--- src/rtl/simulador_pkg.sv ---
// Shared types and default constants for the bottling-line plant emulator.
package simulador_pkg;

  localparam int CNT_W_DEF   = 8;
  localparam int TRAVEL_DEF  = 8;
  localparam int FILL_DEF    = 12;
  localparam int SEAL_DEF    = 4;
  localparam int ROLHAS_DEF  = 20;
  localparam int REFILL_DEF  = 20;

  typedef enum logic [1:0] {
    ESPERA,
    ENCHER,
    TRANSPORTE,
    VEDAR
  } estado_t;

  typedef logic [CNT_W_DEF-1:0] cnt_t;

endpackage

--- src/rtl/simulador_linha_temporizador.sv ---
// Saturating, clearable up-counter; hit flags the cycle whose increment lands on TARGET.
module temporizador #(
  parameter int CNT_W  = 8,
  parameter int TARGET = 8
) (
  input  logic clk,
  input  logic reset,
  input  logic clr,
  input  logic en,
  output logic hit
);

  localparam logic [CNT_W-1:0] TGT = CNT_W'(TARGET);
  localparam logic [CNT_W-1:0] ONE = CNT_W'(1);

  logic [CNT_W-1:0] cnt_q, cnt_d;

  // hit ignores clr so callers may derive clr from it without a loop
  always_comb begin
    hit   = en && (cnt_q != TGT) && ((cnt_q + ONE) == TGT);
    cnt_d = cnt_q;
    if (clr) begin
      cnt_d = '0;
    end else if (en && (cnt_q != TGT)) begin
      cnt_d = cnt_q + ONE;
    end
  end

  always_ff @(posedge clk or negedge reset) begin
    if (!reset) begin
      cnt_q <= '0;
    end else begin
      cnt_q <= cnt_d;
    end
  end

endmodule

--- src/rtl/simulador_linha.sv ---
// Bottling-line plant emulator: turns actuator outputs into PG/CH/RO sensor inputs.
// Define SIMULADOR_ERRO_EN to enable the sticky misuse flag on erro.
module simulador_linha
  import simulador_pkg::*;
#(
  parameter int TRAVEL_CYCLES = TRAVEL_DEF,
  parameter int FILL_CYCLES   = FILL_DEF,
  parameter int SEAL_CYCLES   = SEAL_DEF,
  parameter int ROLHAS_INIT   = ROLHAS_DEF,
  parameter int REFILL        = REFILL_DEF,
  parameter int CNT_W         = CNT_W_DEF
) (
  input  logic clk,
  input  logic reset,
  input  logic M,
  input  logic EV,
  input  logic VE,
  input  logic AD,
  output logic PG,
  output logic CH,
  output logic RO,
  output logic erro
);

  localparam logic [CNT_W:0]   REFILL_W = (CNT_W+1)'(REFILL);
  localparam logic [CNT_W:0]   ONE_W    = (CNT_W+1)'(1);
  localparam logic [CNT_W:0]   MAX_W    = {1'b0, {CNT_W{1'b1}}};
  localparam logic [CNT_W-1:0] MAX_C    = {CNT_W{1'b1}};
  localparam logic [CNT_W-1:0] INIT_C   = CNT_W'(ROLHAS_INIT);
  localparam logic             RO_INIT  = (ROLHAS_INIT != 0);

  estado_t state_q, state_d;
  logic pg_q, pg_d, ch_q, ch_d, ro_q, ro_d;
  logic ad_q, selada_q, selada_d, refill;
  logic [CNT_W-1:0] rolhas_q, rolhas_d;
  logic [CNT_W:0]   soma;
  logic travel_en, travel_clr, travel_hit;
  logic lvl_en, lvl_clr, lvl_hit;
  logic seal_en, seal_clr, seal_hit;
  logic entra_vedar;

  temporizador #(.CNT_W(CNT_W), .TARGET(TRAVEL_CYCLES)) u_travel (
    .clk(clk), .reset(reset), .clr(travel_clr), .en(travel_en), .hit(travel_hit)
  );

  temporizador #(.CNT_W(CNT_W), .TARGET(FILL_CYCLES)) u_level (
    .clk(clk), .reset(reset), .clr(lvl_clr), .en(lvl_en), .hit(lvl_hit)
  );

  temporizador #(.CNT_W(CNT_W), .TARGET(SEAL_CYCLES)) u_seal (
    .clk(clk), .reset(reset), .clr(seal_clr), .en(seal_en), .hit(seal_hit)
  );

  always_comb begin
    state_d = state_q;
    case (state_q)
      ESPERA:     if (travel_hit) state_d = ENCHER;
      ENCHER:     if (M)          state_d = TRANSPORTE;
      TRANSPORTE: if (travel_hit) state_d = VEDAR;
      VEDAR:      if (M)          state_d = ESPERA;
      default:                    state_d = ESPERA;
    endcase
  end

  always_comb begin
    entra_vedar = (state_q == TRANSPORTE) && (state_d == VEDAR);
    travel_en   = M && ((state_q == ESPERA) || (state_q == TRANSPORTE));
    travel_clr  = (state_d != state_q);
    lvl_en      = (state_q == ENCHER) && EV && !M;
    lvl_clr     = (state_q == ESPERA) && (state_d == ENCHER);
    // a sealed bottle never consumes a second stopper, even after another VE burst
    seal_en     = (state_q == VEDAR) && VE && (rolhas_q != '0) && !selada_q;
    seal_clr    = ((state_q == VEDAR) && !VE) || entra_vedar;
    selada_d    = entra_vedar ? 1'b0 : (selada_q | seal_hit);
    refill      = AD && !ad_q;
  end

  // sum in CNT_W+1 bits so refill and consumption net out before saturating
  always_comb begin
    soma = {1'b0, rolhas_q};
    if (refill)   soma = soma + REFILL_W;
    if (seal_hit) soma = soma - ONE_W;
    rolhas_d = (soma > MAX_W) ? MAX_C : soma[CNT_W-1:0];
  end

  always_comb begin
    pg_d = (state_d == ENCHER) || (state_d == VEDAR);
    ch_d = (state_d == VEDAR) ||
           ((state_q == ENCHER) && (state_d == ENCHER) && (ch_q || lvl_hit));
    ro_d = (rolhas_d != '0);
  end

  always_ff @(posedge clk or negedge reset) begin
    if (!reset) begin
      state_q  <= ESPERA;
      pg_q     <= 1'b0;
      ch_q     <= 1'b0;
      ro_q     <= RO_INIT;
      ad_q     <= 1'b0;
      selada_q <= 1'b0;
      rolhas_q <= INIT_C;
    end else begin
      state_q  <= state_d;
      pg_q     <= pg_d;
      ch_q     <= ch_d;
      ro_q     <= ro_d;
      ad_q     <= AD;
      selada_q <= selada_d;
      rolhas_q <= rolhas_d;
    end
  end

  assign PG = pg_q;
  assign CH = ch_q;
  assign RO = ro_q;

`ifdef SIMULADOR_ERRO_EN
  logic erro_q, erro_d;

  always_comb begin
    erro_d = erro_q | (EV && !pg_q) | (VE && !ro_q) |
             (M && (state_q == ENCHER) && !ch_q);
  end

  always_ff @(posedge clk or negedge reset) begin
    if (!reset) begin
      erro_q <= 1'b0;
    end else begin
      erro_q <= erro_d;
    end
  end

  assign erro = erro_q;
`else
  assign erro = 1'b0;
`endif

endmodule

--- config.mk ---
export PLATFORM = sky130hd
export DESIGN_NAME = simulador_linha
export DESIGN_NICKNAME = d
export VERILOG_FILES = /design/src/rtl/simulador_pkg.sv /design/src/rtl/simulador_linha_temporizador.sv /design/src/rtl/simulador_linha.sv
export SDC_FILE = /design/constraint.sdc
export NUM_CORES = 1
export LEC_CHECK = 0
export CAP_MARGIN = 40
export CORE_ASPECT_RATIO = 2
export CORE_UTILIZATION = 45
export DETAILED_ROUTE_END_ITERATION = 10
export DONT_BUFFER_PORTS = 1
export SETUP_SLACK_MARGIN = 0.2
export SYNTH_ARGS = -nofsm -noshare
export SYNTH_HDL_FRONTEND = slang
export SYNTH_SLANG_ARGS = --single-unit
--- constraint.sdc ---
create_clock -name clk -period 3.5 [get_ports clk]
set_input_delay 0.35 -clock clk [delete_from_list [all_inputs] [get_ports clk]]
set_output_delay 0.35 -clock clk [all_outputs]
set_load 0.1 [all_outputs]
==> results_dict.tcl <==
set metrics [dict create \
    final_common_cell "dfrtp_1" \
    fin_crit_sh 0.8273 \
    routedWlPerCell_microns 14.53 \
    fmax_mhz 345.4 \
    grt_max_degree 39 \
    tightest_slew_ns 0.5959 \
    drive_gt1_frac 0.07292 \
    clock_skew_ns 0.005816 \
    avgSynthCellArea_sq_um 8.884 \
    setup_viol 0 \
    switching_power_w 0.0006683 \
    r2r_start "u_seal.cnt_q[0]" \
    cts.path.max_buffers 2 \
    grt-ovfl-total 0 \
    p_leak_nw 1.210 \
    place.port_buffers 0 \
    layout.cells.non_filler 348 \
    synthArstFlopShare 1.000 \
    grt_busiest_layer "met2" \
    yosysSeqAreaShare 0.3838 \
    finalPower_w 0.001611 \
    clkPwrFrac 0.182 \
    hpwl_microns 3777 \
    yosysWarnings 0 \
    setup_tns_ns 0 \
    synth_edf_count 0 \
    cts.repair.resized 0 \
    synth_cell_types 52 \
    diodes 0 \
    outcome "completed" \
    power.internal_w 0.0009428 \
    initial_core_util 0.4630 \
    cp_max_fo 7 \
    cts_root_buffer "clkbuf_8" \
    slowest_stage "or4b_4" \
    use_met2 0.3711 \
    gp_congestion 0.7998 \
    synth_ff_type "dfrtp_1" \
    maxCapViolCount 0 \
    die_x_microns 54.57 \
    synthesis.area_sq_mm 0.002487 \
    cts_setup_buffers 0 \
    dieArea_sq_mm 0.005847 \
    max_stage_delay_ns 0.51 \
    totalWireLength_microns 5056 \
    drt_iter0_markers 42 \
    synth_seq_cells 38 \
    io_pins 10 \
    syn_to_final_growth_pct 8.551 \
    dp.cells 338 \
    synth_cells 280 \
    crit_path_start_kind "flip-flop" \
    clock-sinks 38 \
    criticalPathCategory "flip-flop to flip-flop" \
    insertion_delay_ns 0.28 \
    cp.required_ns 3.70 \
    clk_pin_slew_ns 0.08 \
    syn_nets 297 \
    avgViaCountPerCell 5.695 \
    cp-end-kind "flip-flop" \
    fin_crit_ns 2.896 \
    rsz0062_at_grt "false" \
    min_path_type "input pin to flip-flop" \
    cts_tree "yes" \
    firstDrtPassIters 4 \
    slew_violations 0 \
    final_nets 304 \
    grt_pass1_wl_microns 8825 \
    grt_pass1_vias 2007 \
    ir_drop_mv 0.3908 \
    postRouteAntennaNets 0 \
    chipHeight_microns 107.1 \
    drc 0 \
    antenna_found_initial 0 \
    slew_headroom 0.6014 \
    design.core.area_sq_mm 0.005373 \
    combPwrFrac 0.366 \
    track_usage 0.2030 \
    rows 38 \
    switching_share 0.4148 \
    min_from "AD" \
    crit_chain "ha_1 -> or4b_4 -> a2111oi_4 -> nand3_2 -> or4_1 -> o31a_1 -> o211ai_2" \
    power_frac_seq 0.451 \
    routed-via-count 1982 \
    place_area_sq_mm 0.002586 \
    cts_htree_levels 2 \
    cts_inserted_buffers 5 \
    hold-worst-slack_ns 0.09477 \
    cp.arrival_ns 3.10 \
    final_cell_mix "dfrtp_1 (35), nor2_1 (34), nand2_1 (29)" \
    power.density_mw_per_mm2 596.7 \
    use_met3 0.03121 \
    finalHoldViolCount 0 \
    fillers 547 \
    design_area_sq_mm 0.002700 \
    crit_path_start "u_seal.cnt_q[0]" \
    use_met1 0.2151 \
]
## state kept, by name (all words and copies together) (netlist names)
name and count:
rolhas_q 8, u_level.cnt_q 8, u_seal.cnt_q 8, u_travel.cnt_q 8
CH 1, PG 1, RO 1, ad_q 1
selada_q 1, state_q 1
## routing by layer
metal	vias to the layer above	share of wire
met1	956	0.39
met3	9	0.021
met2	19	0.56
met5	-	0
li1	998	-
met4	0	0.025
## power by group through the flow
stage	Sequential, W	Combinational [W]	Clock (W)
floorplan	0.000683	0.000487	0
global placement	0.000734	0.000562	0
detailed placement	0.000733	0.000577	0
CTS	0.000724	0.000598	0.000303
global route	0.000748	0.000679	0.000317
finish	0.000727	0.000590	0.000293
## logic make-up after synthesis
family,Yosys count,synth area share
other,1,0.001508
multiplexers,2,0.008049
adder cells (fa/ha/maj),11,0.05533
buffers and inverters,21,0.03622
XOR/XNOR,35,0.1232
AND/OR/NAND/NOR,127,0.2596
flip-flops,38,0.3838
AO/OA/AOI/OAI,45,0.1323
## cells in the mapped netlist (3+ instances only)
library cell	number	area (sq um)
nand2b_1	6	37.54
nand2_1	29	108.9
dfrtp_1	35	875.8
xnor2_1	10	87.58
and2_1	6	37.54
dfstp_2	3	78.83
nor4_1	4	25.02
a211oi_1	3	22.52
a41oi_1	3	26.28
xor2_1	25	219.0
o211ai_1	3	22.52
clkbuf_1	6	22.52
ha_1	11	137.6
inv_1	13	48.80
nor3_1	6	30.03
nor2_1	34	127.6
nand3_1	12	60.06
a21oi_1	12	60.06
and3_1	6	37.54
nand4_1	9	56.30
o21ai_0	7	35.03
## worst max-delay path: cells and delay by family (launching register included)
family,cells,cell delay (ns)
DFF,1,0.40
AOI/OAI and AO/OA,3,0.94
and+or+nand+nor,3,1.20
adders and majority gates,1,0.27
## cell type report
cell class | instances | area (sq um) | area share
clock inverters | 1 | 7.507 | 0.002780
flip-flops and latches | 38 | 954.7 | 0.3536
multi-input cells | 221 | 1443 | 0.5343
repair buffers | 8 | 95.09 | 0.03522
well taps | 60 | 75.07 | 0.02780
clock buffers | 7 | 76.32 | 0.02827
inverters | 13 | 48.80 | 0.01807
## path summary, 6_finish.rpt
check	to	slack, ns	cells after the start
min in group asynchronous	u_seal.cnt_q[3]	0.52	2
min reg2reg	selada_q	0.49	1
min	ad_q	0.09	0
max	rolhas_q[1]	0.60	7
max reg2reg	rolhas_q[1]	0.60	7
max in group asynchronous	rolhas_q[2]	2.71	2
## repair_timing
action                                  CTS  global route
endpoints found under the hold margin    38             0
endpoints found under the setup margin    0             0
hold buffers                              2             0
## metrics by stage
stage               setup slack [ns]    util
floorplan                     0.6267       -
global placement              0.7056  0.4735
detailed placement            0.6186  0.4814
CTS                           0.5867  0.5026
global route                  0.4072  0.5026
finish                        0.6044  0.5026
Note: power is estimated with default switching activity, not from simulation.
